[src/rtl/csr_pkg.sv]
// Shared types for the AHB CSR subordinate: register indices, AHB transfer
// and response encodings, the CSR data type and the response FSM states.
package csr_pkg;

    localparam int CSR_DATA_W   = 32;
    localparam int CSR_NUM_REGS = 6;

    typedef logic [CSR_DATA_W-1:0] csr_data_t;

    typedef enum logic [2:0] {
        CSR_ID        = 3'd0,
        CSR_CTRL      = 3'd1,
        CSR_STATUS    = 3'd2,
        CSR_SCRATCH   = 3'd3,
        CSR_IRQ_FLAGS = 3'd4,
        CSR_IRQ_MASK  = 3'd5
    } csr_idx_e;

    typedef enum logic [1:0] {
        HTRANS_IDLE   = 2'd0,
        HTRANS_BUSY   = 2'd1,
        HTRANS_NONSEQ = 2'd2,
        HTRANS_SEQ    = 2'd3
    } htrans_e;

    typedef enum logic {
        HRESP_OKAY  = 1'b0,
        HRESP_ERROR = 1'b1
    } hresp_e;

    typedef enum logic [1:0] {
        RSP_IDLE = 2'd0,
        RSP_DATA = 2'd1,
        RSP_WAIT = 2'd2,
        RSP_ERR1 = 2'd3
    } rsp_state_e;

    // Only NONSEQ and SEQ carry a real transfer; IDLE and BUSY are no-ops.
    function automatic logic is_active_trans(input logic [1:0] trans);
        return (trans == HTRANS_NONSEQ) || (trans == HTRANS_SEQ);
    endfunction

endpackage

[src/rtl/ahb_csr_irq.sv]
// Interrupt flag and mask registers. Flags are set by event pulses and
// cleared by writing 1; a set arriving with a clear on the same bit wins.
module ahb_csr_irq
    import csr_pkg::*;
#(
    parameter int DATA_W = 32
) (
    input  logic              hclk,
    input  logic              hreset,
    input  logic [DATA_W-1:0] event_pulse,
    input  logic              flags_wr,
    input  logic              mask_wr,
    input  logic [DATA_W-1:0] wdata,
    output logic [DATA_W-1:0] flags,
    output logic [DATA_W-1:0] mask,
    output logic              irq
);

    logic [DATA_W-1:0] clear_bits;

    assign clear_bits = flags_wr ? wdata : '0;

    // Flags: clear the written ones first, then OR in new events so set wins.
    always_ff @(posedge hclk) begin
        if (hreset) begin
            flags <= '0;
        end else begin
            flags <= (flags & ~clear_bits) | event_pulse;
        end
    end

    // Mask: plain read/write register.
    always_ff @(posedge hclk) begin
        if (hreset) begin
            mask <= '0;
        end else if (mask_wr) begin
            mask <= wdata;
        end
    end

    assign irq = !hreset && (|(flags & mask));

endmodule

[src/rtl/ahb_csr_sub.sv]
// AHB-Lite CSR subordinate with a fixed six-register map.
// Optional build macro: AHB_CSR_WAIT_STATE_EN inserts one wait state in front
// of every mapped data phase and samples read data at the end of that wait.
module ahb_csr_sub
    import csr_pkg::*;
#(
    parameter int                DATA_W   = 32,
    parameter int                ADDR_W   = 8,
    parameter logic [DATA_W-1:0] ID_VALUE = 'h4D52_0001
) (
    input  logic              hclk_i,
    input  logic              hreset_i,
    input  logic              hsel_i,
    input  logic [ADDR_W-1:0] haddr_i,
    input  logic [1:0]        htrans_i,
    input  logic              hwrite_i,
    input  logic [DATA_W-1:0] hwdata_i,
    output logic [DATA_W-1:0] hrdata_o,
    output logic              hresp_o,
    output logic              hready_o,
    input  logic [DATA_W-1:0] status_i,
    input  logic [DATA_W-1:0] event_i,
    output logic [DATA_W-1:0] ctrl_o,
    output logic              irq_o
);

`ifdef AHB_CSR_WAIT_STATE_EN
    localparam rsp_state_e MAPPED_ENTRY = RSP_WAIT;
`else
    localparam rsp_state_e MAPPED_ENTRY = RSP_DATA;
`endif

    rsp_state_e        state_q, state_d;
    logic              accept, addr_mapped;
    logic              dp_write_q, dp_err_q;
    csr_idx_e          dp_idx_q;
    logic              wr_commit, rd_active;
    logic [DATA_W-1:0] ctrl_q, scratch_q, irq_flags, irq_mask, rd_value;

    assign accept      = !hreset_i && hsel_i && is_active_trans(htrans_i) && hready_o;
    assign addr_mapped = haddr_i < ADDR_W'(CSR_NUM_REGS);

    // Capture the address-phase control for use in the following data phase.
    always_ff @(posedge hclk_i) begin
        if (hreset_i) begin
            dp_write_q <= 1'b0;
            dp_err_q   <= 1'b0;
            dp_idx_q   <= CSR_ID;
        end else if (accept) begin
            dp_write_q <= hwrite_i;
            dp_err_q   <= !addr_mapped;
            dp_idx_q   <= addr_mapped ? csr_idx_e'(haddr_i[2:0]) : CSR_ID;
        end
    end

    // Response FSM state register.
    always_ff @(posedge hclk_i) begin
        if (hreset_i) begin
            state_q <= RSP_IDLE;
        end else begin
            state_q <= state_d;
        end
    end

    // Next state: a new transfer can only start where hready_o is high.
    always_comb begin
        state_d = state_q;
        case (state_q)
            RSP_IDLE, RSP_DATA: begin
                if (accept) begin
                    state_d = addr_mapped ? MAPPED_ENTRY : RSP_ERR1;
                end else begin
                    state_d = RSP_IDLE;
                end
            end
            RSP_WAIT: state_d = RSP_DATA;
            RSP_ERR1: state_d = RSP_DATA;
            default:  state_d = RSP_IDLE;
        endcase
    end

    // Bus handshake and commit strobes; reset forces a quiet OKAY bus.
    always_comb begin
        hready_o  = 1'b1;
        hresp_o   = HRESP_OKAY;
        wr_commit = 1'b0;
        rd_active = 1'b0;
        if (!hreset_i) begin
            case (state_q)
                RSP_WAIT: hready_o = 1'b0;
                RSP_ERR1: begin
                    hready_o = 1'b0;
                    hresp_o  = HRESP_ERROR;
                end
                RSP_DATA: begin
                    hresp_o   = dp_err_q ? HRESP_ERROR : HRESP_OKAY;
                    wr_commit = dp_write_q && !dp_err_q;
                    rd_active = !dp_write_q && !dp_err_q;
                end
                default: ;
            endcase
        end
    end

    // Read multiplexer over the register map.
    always_comb begin
        rd_value = '0;
        case (dp_idx_q)
            CSR_ID:        rd_value = ID_VALUE;
            CSR_CTRL:      rd_value = ctrl_q;
            CSR_STATUS:    rd_value = status_i;
            CSR_SCRATCH:   rd_value = scratch_q;
            CSR_IRQ_FLAGS: rd_value = irq_flags;
            CSR_IRQ_MASK:  rd_value = irq_mask;
            default:       rd_value = '0;
        endcase
    end

    // CTRL and SCRATCH writes; ID and STATUS writes fall through silently.
    always_ff @(posedge hclk_i) begin
        if (hreset_i) begin
            ctrl_q    <= '0;
            scratch_q <= '0;
        end else if (wr_commit) begin
            case (dp_idx_q)
                CSR_CTRL:    ctrl_q    <= hwdata_i;
                CSR_SCRATCH: scratch_q <= hwdata_i;
                default: ;
            endcase
        end
    end

`ifdef AHB_CSR_WAIT_STATE_EN
    logic [DATA_W-1:0] rd_sample_q;

    // Sample the selected register at the end of the wait state.
    always_ff @(posedge hclk_i) begin
        if (hreset_i) begin
            rd_sample_q <= '0;
        end else if (state_q == RSP_WAIT) begin
            rd_sample_q <= rd_value;
        end
    end

    assign hrdata_o = rd_active ? rd_sample_q : '0;
`else
    assign hrdata_o = rd_active ? rd_value : '0;
`endif

    ahb_csr_irq #(
        .DATA_W (DATA_W)
    ) u_irq (
        .hclk        (hclk_i),
        .hreset      (hreset_i),
        .event_pulse (event_i),
        .flags_wr    (wr_commit && (dp_idx_q == CSR_IRQ_FLAGS)),
        .mask_wr     (wr_commit && (dp_idx_q == CSR_IRQ_MASK)),
        .wdata       (hwdata_i),
        .flags       (irq_flags),
        .mask        (irq_mask),
        .irq         (irq_o)
    );

    assign ctrl_o = hreset_i ? '0 : ctrl_q;

endmodule

[config.mk]
export PLATFORM = sky130hd
export DESIGN_NAME = ahb_csr_sub
export DESIGN_NICKNAME = d
export VERILOG_FILES = /design/src/rtl/csr_pkg.sv /design/src/rtl/ahb_csr_irq.sv /design/src/rtl/ahb_csr_sub.sv
export SDC_FILE = /design/constraint.sdc
export NUM_CORES = 1
export LEC_CHECK = 0
export ABC_AREA = 0
export CORE_MARGIN = 2
export CORE_UTILIZATION = 49
export CTS_CLUSTER_SIZE = 30
export DETAILED_ROUTE_END_ITERATION = 7
export PLACE_DENSITY = 0.81
export SKIP_LAST_GASP = 1
export SYNTH_ARGS = -nofsm -noshare
export SYNTH_HDL_FRONTEND = slang
export SYNTH_SLANG_ARGS = --single-unit
[constraint.sdc]
create_clock -name hclk_i -period 1.8 [get_ports hclk_i]
set_input_delay 0.18 -clock hclk_i [delete_from_list [all_inputs] [get_ports hclk_i]]
set_output_delay 0.18 -clock hclk_i [all_outputs]
set_load 0.1 [all_outputs]
# Word level (Yosys, flattened, before mapping)
# Cells that the tools add are included.
[word_totals]
elab_cells = 60
ff_bits = 135
[classes]
n_reduce_logical = 20
n_eq_ne = 10
bitwise = 4
n_lt_le_gt_ge = 1
mux = 17
[ops]
columns = ["cell", "count"]
rows = [
  ["$pmux W32 S6", 1],
  ["$mux W32", 3],
  ["$and A32 B32 Y32", 2],
  ["$not A32 Y32", 1],
  ["$or A32 B32 Y32", 1],
  ["$reduce_or A32 Y1", 1],
  ["$eq A2 B2 Y1 const B", 4],
  ["$logic_and A1 B1 Y1", 8],
  ["$lt A8 B3 Y1 const B", 1],
  ["$mux W1", 8],
  ["$eq A3 B2 Y1 const B", 2],
  ["$eq A3 B3 Y1 const B", 2],
  ["$logic_not A1 Y1", 4],
  ["$mux W2", 2],
  ["$pmux W2 S2", 1],
  ["$reduce_and A2 Y1", 2],
  ["$reduce_or A2 Y1", 2],
  ["$eq A3 B1 Y1 const B", 1],
  ["$logic_not A3 Y1", 1],
  ["$mux W3", 1],
  ["$eq A2 B1 Y1 const B", 1],
  ["$logic_not A2 Y1", 1],
  ["$pmux W1 S2", 1],
  ["$logic_or A1 B1 Y1", 1],
]

# Longest topological paths before layout
# Gate-level depths: netlist of the first run.
[logic_depth]
depth_word = 9
ltp_mapped = 7
mapped_depth_nobuf = 4

# Modules after synthesis
# From an unflattened synthesis of the first run, not the netlist that was laid out.
[unflattened]
hier_cells = 827
hier_area_um2 = 6930.4
[modules_own_cells]
columns = ["module", "area_per_inst_um2", "n_inst", "seq_area_each_um2", "cells_each"]
rows = [
  ["ahb_csr_sub", 4568.1, 1, 1421.4, 567],
  ["ahb_csr_irq", 2362.3, 1, 1281.2, 260],
]

# Worst setup path before layout of the first run
# OpenSTA, ideal clock, no wires.
[synth_path]
path_type = "input to output"
start = "in hreset_i"
end = "out hresp_o"
t_required_ps = 1620
cell_stages = 4
t_arrival_ps = 2962
setup_slack_ps = -1342
path_cell_list = "buf_2 > clkbuf_1 > clkbuf_1 > nor3b_1"
[synth_via]
elab_chain_len = 1
[synth_rtl]
columns = ["item", "line", "source"]
rows = [
  ["start: declaration", "ahb_csr_sub.sv:12", "input logic hreset_i,"],
  ["$mux W1", "ahb_csr_sub.sv:88", "if (!hreset_i) begin"],
  ["end: declaration", "ahb_csr_sub.sv:19", "output logic hresp_o,"],
]
# No other way between the ends.

# Worst setup path in the final report of the first run
[layout_path]
start = "reg dp_idx_q[0]"
end = "out hrdata_o[28]"
[layout_via]
elab_chain_len = 3
[layout_rtl]
columns = ["item", "line", "source"]
rows = [
  ["start: declaration", "ahb_csr_sub.sv:36", "csr_idx_e dp_idx_q;"],
  ["start signal: assignment", "ahb_csr_sub.sv:52", "dp_idx_q <= addr_mapped ? csr_idx_e'(haddr_i[2:0]) : CSR_ID;"],
  ["$eq A3 B3 Y1, or another cell as far along", "ahb_csr_sub.sv:108", "case (dp_idx_q)"],
  ["$pmux W32 S6 (*)", "ahb_csr_sub.sv:108", ""],
  ["$mux W32 (*)", "ahb_csr_sub.sv:147", "assign hrdata_o = rd_active ? rd_value : '0;"],
  ["end: declaration", "ahb_csr_sub.sv:18", "output logic [DATA_W-1:0] hrdata_o,"],
]
# Mark *: on every way between the ends. The rest lies on a longest branch, timed or not.

==> results of run 1 <==
## timing repair
action | in CTS | in global routing
setup endpoints to repair | 63 | 93
buffers inserted | 10 | 6
resized for setup | 57 | 22
cloned | 4 | 4
pin swaps | 27 | 14
hold endpoints to repair | 0 | 0
## critical path: stages, from the launching register on
cell     delay (ns)
dfxtp_4        0.40
buf_6          0.15
nor3b_4        0.24
buf_6          0.17
buf_12         0.15
a22oi_2        0.08
a21oi_4        0.22
buf_12         0.20
## flip-flops by register name (all words and copies together) (netlist names)
signal,cells
u_irq.mask,32
dp_write_q,1
ctrl_q,32
dp_err_q,1
scratch_q,32
state_q,2
dp_idx_q,3
u_irq.flags,32
## per-layer routing
metal  vias up  share of wire (%)  global-route usage [%]
met5         -                  0                       0
met4         0                5.2                    21.1
met3       118                 10                    7.76
met2       539                 47                    56.4
met1      3491                 38                    42.7
li1       3217                  -                       -
## power by group through the flow
stage	combinational (mW)	sequential (mW)	clock [mW]
CTS	0.662	3.10	4.04
finish	0.687	3.10	4.08
floorplan	0.270	3.14	0
detailed placement	0.639	3.16	0
global placement	0.627	3.16	0
global route	0.720	3.11	4.20
## cells in the final DEF, fill, tap and decap left out, types with 4 or more instances in the layout
| cell type | instances |
|---|---|
| a21oi_1 | 76 |
| a21oi_2 | 15 |
| a21oi_4 | 25 |
| a22oi_1 | 21 |
| a22oi_2 | 19 |
| a2bb2oi_1 | 4 |
| a311oi_1 | 31 |
| buf_12 | 87 |
| buf_4 | 23 |
| buf_6 | 13 |
| bufinv_16 | 6 |
| clkbuf_16 | 21 |
| clkdlybuf4s50_1 | 107 |
| dfxtp_1 | 131 |
| inv_1 | 36 |
| mux2_2 | 4 |
| mux2i_1 | 57 |
| nand2_1 | 134 |
| nand2b_1 | 6 |
| nand3_1 | 6 |
| nand4_1 | 4 |
| nor2_1 | 92 |
| nor2_4 | 7 |
| nor2b_1 | 15 |
| nor2b_2 | 24 |
| o22a_1 | 4 |
| o22ai_1 | 4 |
## kinds of logic after synthesis
logic type	count (synthesis)	share of synthesized area (%)
mux	68	10.6
flops	135	41.5
compound gates	210	20.4
buf+inv	100	6.74
simple gates	306	20.8
## metrics by stage
step	total power, mW	std cells	TNS [ns]	hold slack (ns)	util, %
after floorplan	3.41	819	-5.12	0.289	-
after global placement	3.79	1148	0	0.442	75.1
after detailed placement	3.80	1148	-0.346	0.449	75.1
after CTS	7.80	1193	-10.08	0.253	83.2
after global routing	8.02	1201	-22.40	0.267	84.8
final	7.87	1201	-20.07	0.249	84.8
## final cells by class
cell class                 count  area (sq um)
sequential                   135          2720
timing repair buffer         237          3310
clock inverter                11           218
clock buffer                  21           470
fill                         613          1980
inverter                      37           140
multi-input combinational    584          4020
tap                          176           220
## how the worst max path moves through the flow
stage,startpoint,end,slack (ns)
2_1_floorplan,hreset_i,ctrl_o[0],-0.35
3_3_place_gp,dp_idx_q[0],hrdata_o[27],0.03
3_5_place_dp,dp_idx_q[0],ctrl_q[22],-0.04
4_1_cts,dp_idx_q[0],hrdata_o[20],-0.35
5_1_grt,dp_idx_q[0],hrdata_o[28],-0.44
6_report,dp_idx_q[0],hrdata_o[28],-0.42
==> impl_metrics.csv, run 1 <==
group,metric,value,unit
global_route,grt_pass1_wl,38800,um
sta,worst_slack,-0.421,ns
pwr,intPower,6.10,mW
clocking,clock_latency,0.43,ns
floorplanning,start_util,49.8,%
sta,relSlewSlack,68.4,%
clocking,tritoncts,"yes",
floorplanning,die_h,119,um
routing,routed-via-count,7365,
synthesis,yosysTopAreaCell,"dfxtp_1",
hold_path,min_from,"hreset_i",
clocking,clockBufferDepth,2,
hold_path,hp-class,"in -> reg",
pwr,p_switching,1.77,mW
cells_and_area,diodes,0,
routing,drtIter0Drc,1071,
synthesis,netlist_area,6510,sq um
place,placed_area,9830,sq um
synthesis,synth_cells,819,
worst_setup_path,worstReg2RegStart,"dp_idx_q[0]",
synthesis,syn_nets,929,
synthesis,synth_flop_cell,"dfxtp_1",
sta,final_max_slew_viol_count,0,
hold_path,hold_end,"state_q[0]",
floorplanning,io-pin-count,177,
synthesis,syn_area_per_cell,7.95,sq um
status,failed_checks,"negative setup slack",
place,portBuffers,175,
synthesis,ys_seq_area_share,41.5,%
sta,period_needed,2.22,ns
worst_setup_path,arrival,2.04,ns
clocking,cts_hold_buf,0,
worst_setup_path,r2r_slack,-0.33,ns
worst_setup_path,critPathLaunchType,"flop",
global_route,antenna_found_initial,0,
cells_and_area,layout-drive-gt1-share,27.6,%
worst_setup_path,rr_endpoint,"ctrl_q[13]",
pwr,sequentialPowerShare,39.4,%
synthesis,ys_ff_latch,135,
sta,finalSetupViolCount,65,
place,place.gp.congestion,0.865,
cells_and_area,area_growth,70.5,%
floorplanning,dieWidth,119,um
sta,worstMarginPinSlew,0.475,ns
place,dp_hpwl,15000,um
hold_path,holdPathStages,3,
routing,wl_per_cell,21.5,um
synthesis,yosysUniqueCellTypes,36,
routing,drt-total-wl,25900,um
worst_setup_path,cp-end-kind,"primary output",
clocking,clk_pin_slew_worst_paths,0.06,ns
worst_setup_path,worstRegToRegCells,10,
flow_run,maxCapViolations,0,
pwr,irDropWorstVdd,554,uV
status,status,"finished, violations left",
pwr,pwr-share-comb,8.7,%
pwr,swShare,22.5,%
sta,fmax,450,MHz
global_route,grt_pass1_vias,7278,
worst_setup_path,crit_type,"reg -> out",
floorplanning,die_area,14200,sq um
synthesis,synth-warning-count,0,
synthesis,async_flop_share,0,%
synthesis,synth_common_cells,"136 x nand2_1, 135 x dfxtp_1, 116 x a21oi_1, 102 x nor2_1, 61 x mux2i_1",
pwr,powerDensity,709,nW/um^2
clocking,cts_root_buf,"clkbuf_16",
global_route,grt_usage,35.0,%
cells_and_area,design_area,11100,sq um
synthesis,synth_most_common_cell,"nand2_1",
cells_and_area,final_nets,1122,
global_route,grt_start_max_net_pins,86,
sta,finClkSkew,0.00769,ns
worst_setup_path,required,1.62,ns
routing,via_per_inst,6.13,
sta,hold_violations,0,
floorplanning,core-area,13100,sq um
routing,drc_errors,0,
synthesis,synth_edf_count,0,
pwr,p_leak,4.08,nW
synthesis,ys_top_cells_by_area,"dfxtp_1 41%, mux2i_1 9.4%, a21oi_1 8.9%, nand2_1 7.8%, nor2_1 5.9%",
worst_setup_path,critPathMaxFanout,7,
floorplanning,rows,42,
clocking,cts-htree-levels,4,
global_route,overflow,0,
sta,fin_crit_sh,123,%
synthesis,yosys.area.top_type_share,41.5,%
pwr,p_clk_share,51.8,%
place,post-place-ws,-0.0370,ns
clocking,cts_buffers,17,
routing,postRouteAntennaNets,0,
sta,rsz0062_at_grt,"yes",
clocking,cts_sinks,135,
routing,firstDrtPassIters,5,
Power figures use the tool's default switching activity.
==> inputs of run 2 (changes only) <==
--- a/config.mk
+++ b/config.mk
@@ -8,6 +8,7 @@
 export ABC_AREA = 0
 export CORE_MARGIN = 2
 export CORE_UTILIZATION = 49
+export CTS_CLUSTER_DIAMETER = 100
 export CTS_CLUSTER_SIZE = 30
 export DETAILED_ROUTE_END_ITERATION = 7
 export PLACE_DENSITY = 0.81
==> results of run 2 <==
The final DEF is identical to that of run 1; final timing and power are the same.
==> inputs of run 3 (changes only) <==
--- a/config.mk
+++ b/config.mk
@@ -13,6 +13,7 @@
 export DETAILED_ROUTE_END_ITERATION = 7
 export PLACE_DENSITY = 0.81
 export SKIP_LAST_GASP = 1
+export SLEW_MARGIN = 20
 export SYNTH_ARGS = -nofsm -noshare
 export SYNTH_HDL_FRONTEND = slang
 export SYNTH_SLANG_ARGS = --single-unit
==> results of run 3 <==
The final DEF is identical to that of run 1; final timing and power are the same.
